File: config.mk
export PLATFORM = sky130hd
export DESIGN_NAME = rab_lookup_ctrl_flat
export DESIGN_NICKNAME = d
export VERILOG_FILES = /design/src/rtl/rab_lookup_if.sv /design/src/rtl/rab_lookup_ctrl.sv /design/src/flat_wrapper.sv
export SDC_FILE = /design/constraint.sdc
export NUM_CORES = 1
export LEC_CHECK = 0
export CORE_MARGIN = 2
export CORE_UTILIZATION = 40
export DETAILED_ROUTE_END_ITERATION = 8
export PLACE_DENSITY = 0.76
export SYNTH_ARGS = -nofsm -noshare
export SYNTH_HDL_FRONTEND = slang
export SYNTH_SLANG_ARGS = --single-unit
export TNS_END_PERCENT = 50
File: constraint.sdc
create_clock -name axi4_aclk -period 5.47 [get_ports axi4_aclk]
set_input_delay 1.094 -clock axi4_aclk [delete_from_list [all_inputs] [get_ports axi4_aclk]]
set_output_delay 1.094 -clock axi4_aclk [all_outputs]
set_load 0.02 [all_outputs]
File: src/rtl/rab_lookup_if.sv
// Request/response bundle between the AXI address channels, the lookup
// controller and the consumer of the translation result.
interface rab_lookup_if #(
  parameter int ADDR_WIDTH_VIRT = 32,
  parameter int ADDR_WIDTH_PHYS = 40
) ();
  logic                       ar_valid;
  logic                       ar_ready;
  logic [ADDR_WIDTH_VIRT-1:0] ar_addr;
  logic [7:0]                 ar_len;
  logic [2:0]                 ar_size;

  logic                       aw_valid;
  logic                       aw_ready;
  logic [ADDR_WIDTH_VIRT-1:0] aw_addr;
  logic [7:0]                 aw_len;
  logic [2:0]                 aw_size;

  logic                       resp_valid;
  logic                       resp_ready;
  logic                       resp_is_write;
  logic [ADDR_WIDTH_PHYS-1:0] resp_addr;
  logic                       resp_master_select;
  logic                       resp_miss;
  logic                       resp_prot;
  logic                       resp_multi;
  logic                       resp_range_err;

  modport slave (
    input  ar_valid, ar_addr, ar_len, ar_size,
    output ar_ready,
    input  aw_valid, aw_addr, aw_len, aw_size,
    output aw_ready,
    output resp_valid, resp_is_write, resp_addr, resp_master_select,
    output resp_miss, resp_prot, resp_multi, resp_range_err,
    input  resp_ready
  );

  modport master (
    output ar_valid, ar_addr, ar_len, ar_size,
    input  ar_ready,
    output aw_valid, aw_addr, aw_len, aw_size,
    input  aw_ready,
    input  resp_valid, resp_is_write, resp_addr, resp_master_select,
    input  resp_miss, resp_prot, resp_multi, resp_range_err,
    output resp_ready
  );
endinterface

File: src/rtl/rab_lookup_ctrl.sv
// Round-robin sequencer of the shared RAB slice lookup for the AR and AW
// channels, with a registered response handshake and config-update gating.
module rab_lookup_ctrl #(
  parameter int ADDR_WIDTH_VIRT = 32,
  parameter int ADDR_WIDTH_PHYS = 40,
  parameter int N_SLICES        = 16,
  parameter int CNT_WIDTH       = 16
) (
  input  logic                       axi4_aclk,
  input  logic                       axi4_arstn,
  rab_lookup_if.slave                bus,
  output logic                       lk_rw,
  output logic [ADDR_WIDTH_VIRT-1:0] lk_addr_min,
  output logic [ADDR_WIDTH_VIRT-1:0] lk_addr_max,
  input  logic [N_SLICES-1:0]        lk_hit,
  input  logic [N_SLICES-1:0]        lk_prot,
  input  logic                       lk_multiple_hit,
  input  logic                       lk_master_select,
  input  logic [ADDR_WIDTH_PHYS-1:0] lk_out_addr,
  input  logic                       cfg_upd_req,
  output logic                       cfg_upd_ack,
  output logic [CNT_WIDTH-1:0]       miss_cnt,
  input  logic                       miss_cnt_clr
);

  localparam int SUM_W = ADDR_WIDTH_VIRT + 12;

  typedef enum logic [1:0] {S_IDLE, S_LOOKUP, S_RESP, S_CFG} state_e;

  state_e                     state_q, state_d;
  logic                       rr_aw_q, rr_aw_d;
  logic                       rw_q, rw_d;
  logic [ADDR_WIDTH_VIRT-1:0] addr_min_q, addr_min_d;
  logic [ADDR_WIDTH_VIRT-1:0] addr_max_q, addr_max_d;
  logic                       range_err_q, range_err_d;
  logic                       resp_is_write_q, resp_is_write_d;
  logic [ADDR_WIDTH_PHYS-1:0] resp_addr_q, resp_addr_d;
  logic                       resp_ms_q, resp_ms_d;
  logic                       resp_miss_q, resp_miss_d;
  logic                       resp_prot_q, resp_prot_d;
  logic                       resp_multi_q, resp_multi_d;
  logic                       resp_range_err_q, resp_range_err_d;
  logic [CNT_WIDTH-1:0]       miss_cnt_q, miss_cnt_d;

  logic                       grant_ar, grant_aw;
  logic [ADDR_WIDTH_VIRT-1:0] sel_addr;
  logic [7:0]                 sel_len;
  logic [2:0]                 sel_size;
  logic [SUM_W-1:0]           span, last;
  logic                       lookup_miss, lookup_prot, lookup_kill;

  assign lookup_miss = ~|lk_hit;
  assign lookup_prot = |lk_prot;
  assign lookup_kill = lookup_miss | lookup_prot | lk_multiple_hit | range_err_q;

  // rr_aw_q set means AW wins when both channels request together
  always_comb begin
    grant_ar = 1'b0;
    grant_aw = 1'b0;
    if (state_q == S_IDLE && !cfg_upd_req) begin
      if (bus.ar_valid && (!bus.aw_valid || !rr_aw_q)) grant_ar = 1'b1;
      else if (bus.aw_valid)                            grant_aw = 1'b1;
    end
  end

  // Widened sum so a burst running past the top of the address space is visible
  always_comb begin
    sel_addr = grant_aw ? bus.aw_addr : bus.ar_addr;
    sel_len  = grant_aw ? bus.aw_len  : bus.ar_len;
    sel_size = grant_aw ? bus.aw_size : bus.ar_size;
    span     = (SUM_W'(sel_len) + SUM_W'(1)) << sel_size;
    last     = SUM_W'(sel_addr) + span - SUM_W'(1);
  end

  always_comb begin
    state_d          = state_q;
    rr_aw_d          = rr_aw_q;
    rw_d             = rw_q;
    addr_min_d       = addr_min_q;
    addr_max_d       = addr_max_q;
    range_err_d      = range_err_q;
    resp_is_write_d  = resp_is_write_q;
    resp_addr_d      = resp_addr_q;
    resp_ms_d        = resp_ms_q;
    resp_miss_d      = resp_miss_q;
    resp_prot_d      = resp_prot_q;
    resp_multi_d     = resp_multi_q;
    resp_range_err_d = resp_range_err_q;
    case (state_q)
      S_IDLE: begin
        if (cfg_upd_req) begin
          state_d = S_CFG;
        end else if (grant_ar || grant_aw) begin
          rr_aw_d     = grant_ar;
          rw_d        = grant_aw;
          addr_min_d  = sel_addr;
          addr_max_d  = last[ADDR_WIDTH_VIRT-1:0];
          range_err_d = |last[SUM_W-1:ADDR_WIDTH_VIRT];
          state_d     = S_LOOKUP;
        end
      end
      S_LOOKUP: begin
        resp_is_write_d  = rw_q;
        resp_miss_d      = lookup_miss;
        resp_prot_d      = lookup_prot;
        resp_multi_d     = lk_multiple_hit;
        resp_range_err_d = range_err_q;
        resp_addr_d      = lookup_kill ? '0 : lk_out_addr;
        resp_ms_d        = ~lookup_kill & lk_master_select;
        state_d          = S_RESP;
      end
      S_RESP: begin
        if (bus.resp_ready) state_d = cfg_upd_req ? S_CFG : S_IDLE;
      end
      S_CFG: begin
        if (!cfg_upd_req) state_d = S_IDLE;
      end
      default: state_d = S_IDLE;
    endcase
  end

  always_comb begin
    miss_cnt_d = miss_cnt_q;
    if (miss_cnt_clr)
      miss_cnt_d = '0;
    else if (state_q == S_LOOKUP && lookup_miss && !(&miss_cnt_q))
      miss_cnt_d = miss_cnt_q + CNT_WIDTH'(1);
  end

  always_ff @(posedge axi4_aclk or negedge axi4_arstn) begin
    if (!axi4_arstn) begin
      state_q          <= S_IDLE;
      rr_aw_q          <= 1'b0;
      resp_is_write_q  <= 1'b0;
      resp_addr_q      <= '0;
      resp_ms_q        <= 1'b0;
      resp_miss_q      <= 1'b0;
      resp_prot_q      <= 1'b0;
      resp_multi_q     <= 1'b0;
      resp_range_err_q <= 1'b0;
      miss_cnt_q       <= '0;
    end else begin
      state_q          <= state_d;
      rr_aw_q          <= rr_aw_d;
      resp_is_write_q  <= resp_is_write_d;
      resp_addr_q      <= resp_addr_d;
      resp_ms_q        <= resp_ms_d;
      resp_miss_q      <= resp_miss_d;
      resp_prot_q      <= resp_prot_d;
      resp_multi_q     <= resp_multi_d;
      resp_range_err_q <= resp_range_err_d;
      miss_cnt_q       <= miss_cnt_d;
    end
  end

  // Request capture is only consumed in LOOKUP, after a grant has loaded it
  always_ff @(posedge axi4_aclk) begin
    rw_q        <= rw_d;
    addr_min_q  <= addr_min_d;
    addr_max_q  <= addr_max_d;
    range_err_q <= range_err_d;
  end

  assign bus.ar_ready           = grant_ar & axi4_arstn;
  assign bus.aw_ready           = grant_aw & axi4_arstn;
  assign lk_rw                  = (state_q == S_LOOKUP) & rw_q;
  assign lk_addr_min            = (state_q == S_LOOKUP) ? addr_min_q : '0;
  assign lk_addr_max            = (state_q == S_LOOKUP) ? addr_max_q : '0;
  assign bus.resp_valid         = (state_q == S_RESP);
  assign bus.resp_is_write      = resp_is_write_q;
  assign bus.resp_addr          = resp_addr_q;
  assign bus.resp_master_select = resp_ms_q;
  assign bus.resp_miss          = resp_miss_q;
  assign bus.resp_prot          = resp_prot_q;
  assign bus.resp_multi         = resp_multi_q;
  assign bus.resp_range_err     = resp_range_err_q;
  assign cfg_upd_ack            = (state_q == S_CFG);
  assign miss_cnt               = miss_cnt_q;

endmodule

File: src/flat_wrapper.sv
// flat-port wrapper written by rule: the top's interface ports become plain ports
module rab_lookup_ctrl_flat 
#(
  parameter int ADDR_WIDTH_VIRT = 32,
  parameter int ADDR_WIDTH_PHYS = 40,
  parameter int N_SLICES        = 16,
  parameter int CNT_WIDTH       = 16
)
  (axi4_aclk, axi4_arstn, lk_rw, lk_addr_min, lk_addr_max, lk_hit, lk_prot, lk_multiple_hit, lk_master_select, lk_out_addr, cfg_upd_req, cfg_upd_ack, miss_cnt, miss_cnt_clr, bus_ar_valid, bus_ar_addr, bus_ar_len, bus_ar_size, bus_ar_ready, bus_aw_valid, bus_aw_addr, bus_aw_len, bus_aw_size, bus_aw_ready, bus_resp_valid, bus_resp_is_write, bus_resp_addr, bus_resp_master_select, bus_resp_miss, bus_resp_prot, bus_resp_multi, bus_resp_range_err, bus_resp_ready);
  rab_lookup_if #(.ADDR_WIDTH_VIRT(ADDR_WIDTH_VIRT), .ADDR_WIDTH_PHYS(ADDR_WIDTH_PHYS)) bus_i ();
  input  logic axi4_aclk;
  input  logic axi4_arstn;
  output logic lk_rw;
  output logic [ADDR_WIDTH_VIRT-1:0] lk_addr_min;
  output logic [ADDR_WIDTH_VIRT-1:0] lk_addr_max;
  input  logic [N_SLICES-1:0] lk_hit;
  input  logic [N_SLICES-1:0] lk_prot;
  input  logic lk_multiple_hit;
  input  logic lk_master_select;
  input  logic [ADDR_WIDTH_PHYS-1:0] lk_out_addr;
  input  logic cfg_upd_req;
  output logic cfg_upd_ack;
  output logic [CNT_WIDTH-1:0] miss_cnt;
  input  logic miss_cnt_clr;
  input wire logic [$bits(bus_i.ar_valid)-1:0] bus_ar_valid;
  input wire logic [$bits(bus_i.ar_addr)-1:0] bus_ar_addr;
  input wire logic [$bits(bus_i.ar_len)-1:0] bus_ar_len;
  input wire logic [$bits(bus_i.ar_size)-1:0] bus_ar_size;
  output wire logic [$bits(bus_i.ar_ready)-1:0] bus_ar_ready;
  input wire logic [$bits(bus_i.aw_valid)-1:0] bus_aw_valid;
  input wire logic [$bits(bus_i.aw_addr)-1:0] bus_aw_addr;
  input wire logic [$bits(bus_i.aw_len)-1:0] bus_aw_len;
  input wire logic [$bits(bus_i.aw_size)-1:0] bus_aw_size;
  output wire logic [$bits(bus_i.aw_ready)-1:0] bus_aw_ready;
  output wire logic [$bits(bus_i.resp_valid)-1:0] bus_resp_valid;
  output wire logic [$bits(bus_i.resp_is_write)-1:0] bus_resp_is_write;
  output wire logic [$bits(bus_i.resp_addr)-1:0] bus_resp_addr;
  output wire logic [$bits(bus_i.resp_master_select)-1:0] bus_resp_master_select;
  output wire logic [$bits(bus_i.resp_miss)-1:0] bus_resp_miss;
  output wire logic [$bits(bus_i.resp_prot)-1:0] bus_resp_prot;
  output wire logic [$bits(bus_i.resp_multi)-1:0] bus_resp_multi;
  output wire logic [$bits(bus_i.resp_range_err)-1:0] bus_resp_range_err;
  input wire logic [$bits(bus_i.resp_ready)-1:0] bus_resp_ready;
  assign bus_i.ar_valid = bus_ar_valid;
  assign bus_i.ar_addr = bus_ar_addr;
  assign bus_i.ar_len = bus_ar_len;
  assign bus_i.ar_size = bus_ar_size;
  assign bus_ar_ready = bus_i.ar_ready;
  assign bus_i.aw_valid = bus_aw_valid;
  assign bus_i.aw_addr = bus_aw_addr;
  assign bus_i.aw_len = bus_aw_len;
  assign bus_i.aw_size = bus_aw_size;
  assign bus_aw_ready = bus_i.aw_ready;
  assign bus_resp_valid = bus_i.resp_valid;
  assign bus_resp_is_write = bus_i.resp_is_write;
  assign bus_resp_addr = bus_i.resp_addr;
  assign bus_resp_master_select = bus_i.resp_master_select;
  assign bus_resp_miss = bus_i.resp_miss;
  assign bus_resp_prot = bus_i.resp_prot;
  assign bus_resp_multi = bus_i.resp_multi;
  assign bus_resp_range_err = bus_i.resp_range_err;
  assign bus_i.resp_ready = bus_resp_ready;
  rab_lookup_ctrl #(.ADDR_WIDTH_VIRT(ADDR_WIDTH_VIRT), .ADDR_WIDTH_PHYS(ADDR_WIDTH_PHYS), .N_SLICES(N_SLICES), .CNT_WIDTH(CNT_WIDTH)) u_core (.axi4_aclk(axi4_aclk), .axi4_arstn(axi4_arstn), .bus(bus_i), .lk_rw(lk_rw), .lk_addr_min(lk_addr_min), .lk_addr_max(lk_addr_max), .lk_hit(lk_hit), .lk_prot(lk_prot), .lk_multiple_hit(lk_multiple_hit), .lk_master_select(lk_master_select), .lk_out_addr(lk_out_addr), .cfg_upd_req(cfg_upd_req), .cfg_upd_ack(cfg_upd_ack), .miss_cnt(miss_cnt), .miss_cnt_clr(miss_cnt_clr));
endmodule
==> results.cfg, run 1 <==
[floorplanning]
core_um2 = 20100
std_cell_rows = 52
die_w_um = 146.8
dieArea_um2 = 21550
initial_core_util_pct = 40.57
die_h_um = 146.8
top_level_ports = 298

[clock_tree]
clock_latency_ns = 0.42
clockRootBuffer = clkbuf_16
h-tree-depth = 4
numCtsBuffers = 17
clock-sinks = 131
clk_pin_slew_ns = 0.06
cts_tree = built
hold_buffers = 0
clock_path_buffers = 2

[timing]
skew_ns = 0.009001
rsz0062_at_grt = true
fmax_mhz = 185.5
tightest_slew_ns = 0.9961
max-slew-margin-rel_pct = 33.59
setup_viol = 0
min_period_ns = 5.390
fin_ws_ns = 0.08007
final-max-slew-violation-count = 0
finalCritPeriodShare_pct = 98.54
fin_tns_setup_ns = 0
timing.final.hold_violations = 0

[yosys]
synth_cells = 800
syn_area_um2 = 8155
yosysSeqAreaShare_pct = 44.25
synthTopCellsByArea = edfxtp_1, dfrtp_1, ha_1, mux2i_1, and2_1
ys_ff_latch = 131
yosys.area.top_type_share_pct = 24.30
synth_edf_count = 66
syn_area_per_cell_um2 = 10.19
synthDistinctLibCells = 69
synthArstFlopShare_pct = 49.62
yosys.area.top_type = edfxtp_1
ys_warn_count = 0
synth_nets = 1019
synth_flop_cell = edfxtp_1

[grt]
overflow = 0
grt_start_max_net_pins = 67
grt_pass1_wl_um = 39980
grt_usage_pct = 23.65
grt_pass1_vias = 7646
antenna_found_initial = 0

[power_and_ir_drop]
power.leakage_nw = 5.703
p_per_area_nw_per_um2 = 286.3
p_seq_share_pct = 30.8
p_sw_mw = 1.200
max-vdd-ir-drop_mv = 0.2270
power.share.switching_pct = 32.12
comb_power_share_pct = 36.9
power.internal_mw = 2.536
clockPowerShare_pct = 32.2

[finish]
final_cell_mix = clkdlybuf4s50_1, buf_4, inv_1
area_growth_pct = 59.97
finalNonFillerCells = 1472
final_common_cell = clkdlybuf4s50_1
num-nets-final = 1407
drive_above_1_share_pct = 16.90

[worst_hold_path]
hold_path_depth = 2
min_from = u_core.bus.resp_prot
hp-class = reg -> reg

[drt]
ant_nets = 0
wl_per_cell_um = 17.66
vias = 7605
drtIter0Drc = 337
via_per_inst = 5.166
firstDrtPassIters = 5
wirelength_um = 25990
route.detailed.drc = 0

[worst_setup_path]
path_class = in -> reg
required_ns = 5.62
crit_top_cell = ha_4
cp.arrival_ns = 5.54
critPathMaxFanout = 6
crit_chain = buf_6, nor4b_4, nand2_4, inv_4, mux2_4, ha_4, nand3_1, xor2_1, a21oi_2, mux2i_2, mux2i_1, a22oi_1, ha_1, inv_2, ha_4, and4_4, a21boi_4, o21ai_2, o311ai_4, a41oi_2, o21ai_1, and3_1, or4_4
crit_path_start_kind = input port
startpoint = cfg_upd_req
slowest_stage = or4_4
slowest_delay_ns = 0.53
r2r_cells = 19
reg2reg_from = u_core.state_q[1]
end_kind = flop

[placed_design]
place.gp.congestion = 0.8941
hpwl_um = 19820
port_buffers = 297
dp.cells = 1433
place_ws_ns = -0.8281

[run_status]
run_status = finished, final reports clean

[flow_run]
drv_cap = 0
sequential cells by signal (all words and copies together), names as in the netlist, 2 cells and up:
| signal | flops |
|---|---|
| u_core.bus.resp_addr | 40 |
| u_core.addr_max_q | 32 |
| u_core.addr_min_q | 32 |
| u_core.miss_cnt | 16 |
| u_core.state_q | 2 |
cell usage after synthesis, drive strengths merged, types with 18 or more instances:
master / count
nor2: 37
and2: 68
inv: 76
xnor2: 31
xor2: 18
edfxtp: 66
a21oi: 43
a22o: 41
o21ai: 28
nand2: 56
mux2i: 49
clkbuf: 21
ha: 51
dfrtp: 65
cells by family (layout without fill, tap and decap cells):
family | count (synthesis) | count (layout) | share of synthesized area, %
AOI/OAI and AO/OA | 171 | 171 | 14.93
buffers and inverters | 106 | 507 | 5.109
muxes | 52 | 52 | 6.674
other | 0 | 1 | 0
adders and majority gates | 52 | 52 | 8.070
xor gates and xnor gates | 49 | 49 | 5.262
and+or+nand+nor | 239 | 239 | 15.71
DFF | 131 | 131 | 44.25
area by class of cell:
type	instances	area, um^2
clock inverters	14	162.7
inverters	76	287.8
fillers	1582	7058
diodes	1	2.502
flip-flops and latches	131	3608
clock buffers	18	450.4
well taps	270	337.8
multi-input cells	563	4439
repair buffers	399	3757
final timing paths:
kind	slack, ns	end
worst max-delay path	0.08	u_core.range_err_q
worst min-delay path	0.49	u_core.bus.resp_prot
worst max register to register	0.39	u_core.addr_max_q[29]
worst min register to register	0.49	u_core.bus.resp_prot
max in group asynchronous	3.99	u_core.bus.resp_addr[9]
min in group asynchronous	0.93	u_core.miss_cnt[7]
stage by stage:
stage	instance area (um^2)	utilization, %	total power, mW	hold WS, ns
after floorplan	8282	-	1.862	0.4417
after global placement	12230	60.81	2.421	0.4601
after detailed placement	12230	60.81	2.444	0.4810
after CTS	12910	64.24	3.694	0.4946
after global routing	13040	64.88	3.918	0.5174
final	13050	64.89	3.736	0.4892
power by group through the flow:
stage	logic (mW)	clock network, mW	registers (mW)
2_1_floorplan	0.680	0	1.18
3_3_place_gp	1.25	0	1.17
3_5_place_dp	1.27	0	1.17
6_report	1.38	1.20	1.15
4_1_cts	1.32	1.22	1.15
5_1_grt	1.49	1.27	1.16
critical path, delay by kind of cell:
kind | cells | cell delay [ns]
adder cells (fa/ha/maj) | 3 | 0.70
multiplexers | 3 | 0.67
buffers and inverters | 3 | 0.25
AO/OA/AOI/OAI | 7 | 1.14
XOR/XNOR | 1 | 0.19
AND/OR/NAND/NOR | 6 | 1.49
repair_timing:
action | 4_1_cts | 5_1_grt
buffers inserted | 4 | 2
gates resized for setup | 15 | 29
setup endpoints to repair | 9 | 6
pin swaps | 18 | 26
metal layers:
layer	vias up	global-route usage, %	wire length [um]
met3	58	6.211	1912
met2	289	41.38	12790
li1	3635	-	-
met4	0	10.15	936
met5	-	0	0
met1	3623	27.39	10350
(Power assumes the default switching activity.)
==> inputs of run 2 (changes only) <==
--- a/config.mk
+++ b/config.mk
@@ -9,6 +9,7 @@
 export CORE_UTILIZATION = 40
 export DETAILED_ROUTE_END_ITERATION = 8
 export PLACE_DENSITY = 0.76
+export SETUP_SLACK_MARGIN = 0.02
 export SYNTH_ARGS = -nofsm -noshare
 export SYNTH_HDL_FRONTEND = slang
 export SYNTH_SLANG_ARGS = --single-unit
==> results.cfg, run 2 (same netlist as run 1, synthesis figures left out) <==
[finish]
multi_input_area_um2 = 4491
seqCellArea_um2 = 3608
final_cell_mix = clkdlybuf4s50_1, buf_4, inv_1
num-nets-final = 1408
final_common_cell = clkdlybuf4s50_1
largest_reg_flops = 40
drive_above_1_share_pct = 17.30
fillers = 1569
area_growth_pct = 60.69

[floorplanning]
dieArea_um2 = 21550
core_um2 = 20100
die_w_um = 146.8
top_level_ports = 298
die_h_um = 146.8
initial_core_util_pct = 40.57
std_cell_rows = 52

[power_and_ir_drop]
p_per_area_nw_per_um2 = 285.5
max-vdd-ir-drop_mv = 0.2274
power.share.switching_pct = 32.18
comb_power_share_pct = 37.0
p_sw_mw = 1.204
power.leakage_nw = 5.718
clockPowerShare_pct = 32.2
power.internal_mw = 2.537
p_seq_share_pct = 30.8

[placed_design]
port_buffers = 297
place.gp.congestion = 0.8941
place_ws_ns = -0.8281
hpwl_um = 19820

[timing]
finalCritPeriodShare_pct = 98.06
skew_ns = 0.008014
min_period_ns = 5.364
fmax_mhz = 186.4
timing.final.hold_violations = 0
setup_viol = 0
max-slew-margin-rel_pct = 33.55
fin_ws_ns = 0.1062
fin_tns_setup_ns = 0
rsz0062_at_grt = true
tightest_slew_ns = 0.9967
final-max-slew-violation-count = 0

[worst_setup_path]
cp.arrival_ns = 5.51
required_ns = 5.62
end_kind = flop
path_class = in -> reg
crit_path_start_kind = input port
critPathMaxFanout = 6

[flow_run]
drv_cap = 0

[grt]
grt_usage_pct = 23.65
grt_pass1_vias = 7651
antenna_found_initial = 0
grt_pass1_wl_um = 39990
overflow = 0
grt_start_max_net_pins = 67

[clock_tree]
clock-sinks = 131
h-tree-depth = 4
cts_tree = built
clock_latency_ns = 0.42
hold_buffers = 0
numCtsBuffers = 17
clock_path_buffers = 2
clk_pin_slew_ns = 0.06
clockRootBuffer = clkbuf_16

[drt]
wl_per_cell_um = 17.70
drtIter0Drc = 332
firstDrtPassIters = 5
ant_nets = 0
wirelength_um = 26070
vias = 7584
route.detailed.drc = 0
via_per_inst = 5.149

[worst_hold_path]
hp-class = reg -> reg

[run_status]
run_status = finished, final reports clean
-- run 2: layer usage --
| layer | global-route usage [%] | up-vias | wire (um) |
|---|---|---|---|
| li1 | - | 3636 | - |
| met1 | 27.37 | 3625 | 10470 |
| met2 | 41.43 | 263 | 12790 |
| met3 | 6.211 | 60 | 1844 |
| met4 | 10.15 | 0 | 960 |
| met5 | 0 | - | 0 |
-- run 2: path summary, 6_finish.rpt --
kind	startpoint	end	slack, ns	cells past startpoint
max in group asynchronous	axi4_arstn	u_core.bus.resp_addr[7]	3.99	2
hold / removal	u_core.bus.resp_prot	u_core.bus.resp_prot	0.49	2
hold reg to reg	u_core.bus.resp_prot	u_core.bus.resp_prot	0.49	2
setup / recovery	cfg_upd_req	u_core.range_err_q	0.11	25
setup reg to reg	u_core.state_q[1]	u_core.addr_max_q[29]	0.43	20
min in group asynchronous	axi4_arstn	u_core.miss_cnt[7]	0.94	2
-- run 2: what timing repair did --
action | in CTS | in global routing
cloned | 0 | 0
endpoints found under the setup margin | 9 | 6
gates resized for setup | 17 | 34
buffers inserted | 4 | 3
pin swaps | 18 | 31
-- run 2: power groups by stage --
stage | registers [mW] | clock network (mW) | logic [mW]
after global placement | 1.17 | 0 | 1.25
final | 1.15 | 1.20 | 1.38
after global routing | 1.16 | 1.27 | 1.50
after CTS | 1.15 | 1.22 | 1.32
after floorplan | 1.18 | 0 | 0.680
after detailed placement | 1.17 | 0 | 1.27
-- run 2: area by class of cell --
| type | count | share of cell area, % |
|---|---|---|
| flip-flops and latches | 131 | 27.53 |
| diodes | 1 | 0.01909 |
| clock inverters | 14 | 1.241 |
| clock buffers | 18 | 3.437 |
| inverters | 76 | 2.196 |
| repair buffers | 400 | 28.73 |
| multi-input cells | 563 | 34.27 |
| well taps | 270 | 2.578 |
-- run 2: metrics by stage --
| step | utilization [%] | cells | hold slack, ns | area (um^2) | power, mW |
|---|---|---|---|---|---|
| floorplan | - | 800 | 0.4417 | 8282 | 1.862 |
| global placement | 60.81 | 1433 | 0.4601 | 12230 | 2.421 |
| detailed placement | 60.81 | 1433 | 0.4810 | 12230 | 2.444 |
| CTS | 64.27 | 1469 | 0.4946 | 12920 | 3.695 |
| global route | 65.17 | 1472 | 0.5174 | 13100 | 3.923 |
| finish | 65.19 | 1473 | 0.4891 | 13110 | 3.741 |
-- run 2: critical path: stages --
cell	delay (ns)
buf_6	0.10
nor4b_4	0.34
nand2_4	0.13
inv_4	0.08
mux2_4	0.31
ha_4	0.19
nand2_1	0.07
nor2_1	0.05
xor2_1	0.14
mux2i_1	0.17
nor2_1	0.08
a21oi_2	0.14
mux2i_1	0.13
a21oi_1	0.23
ha_1	0.27
inv_2	0.07
ha_4	0.21
and4_4	0.20
a21boi_4	0.14
o21ai_2	0.16
o311ai_4	0.13
a41oi_2	0.24
o21ai_1	0.11
and3_1	0.20
or4_4	0.53
==> inputs of run 3 (changes only) <==
--- a/config.mk
+++ b/config.mk
@@ -8,8 +8,9 @@
 export CORE_MARGIN = 2
 export CORE_UTILIZATION = 40
 export DETAILED_ROUTE_END_ITERATION = 8
-export PLACE_DENSITY = 0.76
+export PLACE_DENSITY = 0.73
 export SETUP_SLACK_MARGIN = 0.02
+export SLEW_MARGIN = 20
 export SYNTH_ARGS = -nofsm -noshare
 export SYNTH_HDL_FRONTEND = slang
 export SYNTH_SLANG_ARGS = --single-unit
==> constraint.sdc (replaced) <==
create_clock -name axi4_aclk -period 6.4 [get_ports axi4_aclk]
set_input_delay 1.28 -clock axi4_aclk [delete_from_list [all_inputs] [get_ports axi4_aclk]]
set_output_delay 1.28 -clock axi4_aclk [all_outputs]
set_load 0.02 [all_outputs]
==> results.cfg, run 3 (same netlist as run 1, synthesis figures left out) <==
[finish]
post-route-util_pct = 61.39
final_common_cell = clkdlybuf4s50_1
num-nets-final = 1344
drive_above_1_share_pct = 9.051
final_cell_mix = clkdlybuf4s50_1, inv_1, and2_1
area_growth_pct = 51.33
fillers = 1668
largest_reg_flops = 40

[grt]
overflow = 0
grt_start_max_net_pins = 70
grt_usage_pct = 22.71
antenna_found_initial = 1
grt_pass1_vias = 7190
grt_pass1_wl_um = 38370

[floorplanning]
die_h_um = 146.8
top_level_ports = 298
die_w_um = 146.8
dieArea_um2 = 21550
std_cell_rows = 52
core_um2 = 20100
initial_core_util_pct = 40.57

[timing]
max-slew-margin-rel_pct = 30.59
finalCritPeriodShare_pct = 96.42
fmax_mhz = 162.0
timing.final.hold_violations = 0
final-max-slew-violation-count = 0
min_period_ns = 6.171
rsz0062_at_grt = true
fin_ws_ns = 0.2289
setup_viol = 0
skew_ns = 0.008006
tightest_slew_ns = 1.041

[clock_tree]
clk_pin_slew_ns = 0.06
numCtsBuffers = 17
hold_buffers = 0
clockRootBuffer = clkbuf_16
clock-sinks = 131
clock_path_buffers = 2
h-tree-depth = 4
cts_tree = built
clock_latency_ns = 0.42

[worst_setup_path]
ff2ff_setup_slack_ns = 0.93
cp-endpoint = u_core.range_err_q
reg2reg_from = u_core.state_q[1]
r2r_end = u_core.range_err_q
end_kind = flop
cp.arrival_ns = 6.33
r2r_cells = 26
startpoint = bus_aw_valid
path_class = in -> reg
required_ns = 6.56
crit_path_start_kind = input port
critPathMaxFanout = 4

[power_and_ir_drop]
total_power_mw = 3.049
max-vdd-ir-drop_mv = 0.2080
power.leakage_nw = 5.372
p_per_area_nw_per_um2 = 247.0

[drt]
wl_per_cell_um = 17.29
route.detailed.drc = 0
drtIter0Drc = 357
wirelength_um = 24360
ant_nets = 0
firstDrtPassIters = 5
via_per_inst = 5.104
vias = 7191

[placed_design]
hpwl_um = 18420
place_ws_ns = -0.2163
place.gp.congestion = 0.8870
port_buffers = 297

[flow_run]
drv_cap = 0

[worst_hold_path]
min_from = u_core.bus.resp_range_err
hp-class = reg -> reg

[run_status]
run_status = finished, final reports clean
run 3: cell types whose count changed in the layout (fill, tap and decap cells not counted), sizes merged:
cell / change
clkinv: -3
clkbuf: +1
clkdlybuf4s50: +3
dlymetal6s2s: -1
buf: -65
inv: +1
run 3: how the worst min path moves through the flow:
stage,slack [ns],cells past startpoint,endpoint
3_5_place_dp,0.46,2,u_core.bus.resp_range_err
4_1_cts,0.48,2,u_core.bus.resp_range_err
3_3_place_gp,0.46,2,u_core.bus.resp_range_err
6_report,0.47,2,u_core.bus.resp_range_err
5_1_grt,0.50,1,u_core.bus.resp_is_write
2_1_floorplan,0.44,2,u_core.bus.resp_range_err
run 3: critical path, cell delays in order:
cell	delay [ns]
clkdlybuf4s50_1	0.49
nor4b_4	0.24
nand2_2	0.14
inv_2	0.08
mux2_2	0.33
ha_1	0.23
buf_4	0.16
nand2_1	0.06
nor2_1	0.04
xor2_1	0.15
mux2i_1	0.12
nand2_1	0.07
o21ai_0	0.09
mux2i_1	0.23
buf_4	0.15
a22oi_1	0.05
ha_1	0.31
inv_1	0.04
ha_1	0.32
and4_4	0.20
a21boi_2	0.17
o21ai_2	0.19
o311ai_4	0.15
a41oi_2	0.25
o21ai_1	0.13
and3_1	0.18
or4_1	0.48
run 3: cell type report:
class	instances	area [um^2]	area share, %
Sequential cell	131	3608	29.24
Timing Repair Buffer	336	3261	26.42
Clock inverter	12	148.9	1.206
Clock buffer	20	489.2	3.964
Inverter	76	285.3	2.311
Multi-Input combinational cell	563	4209	34.10
Tap cell	270	337.8	2.737
Antenna cell	1	2.502	0.02028
run 3: what timing repair did:
item | 4_1_cts | 5_1_grt
endpoints found under the setup margin | 0 | 3
resized for setup | 0 | 11
buffers inserted | 0 | 2
run 3: power by group:
part / switching [mW] / total, mW / internal (mW)
Sequential: 0.0218 / 0.988 / 0.966
Combinational: 0.523 / 1.00 / 0.480
Clock: 0.413 / 1.06 / 0.645
run 3: per-stage QoR:
step	hold slack (ns)	cells	TNS [ns]	cell area (um^2)
5_1_grt	0.5047	1409	-0.004899	12340
2_1_floorplan	0.4417	800	0	8155
3_3_place_gp	0.4594	1374	-0.08086	11630
4_1_cts	0.4797	1406	0	12270
6_report	0.4738	1409	0	12340
3_5_place_dp	0.4649	1374	-0.4748	11630
run 3: layer usage:
layer	global-route usage [%]	vias up	share of wire, %
met2	39.58	246	50
li1	-	3499	-
met3	5.404	29	6.7
met5	0	-	0
met1	27.89	3417	42
met4	7.136	0	2.2
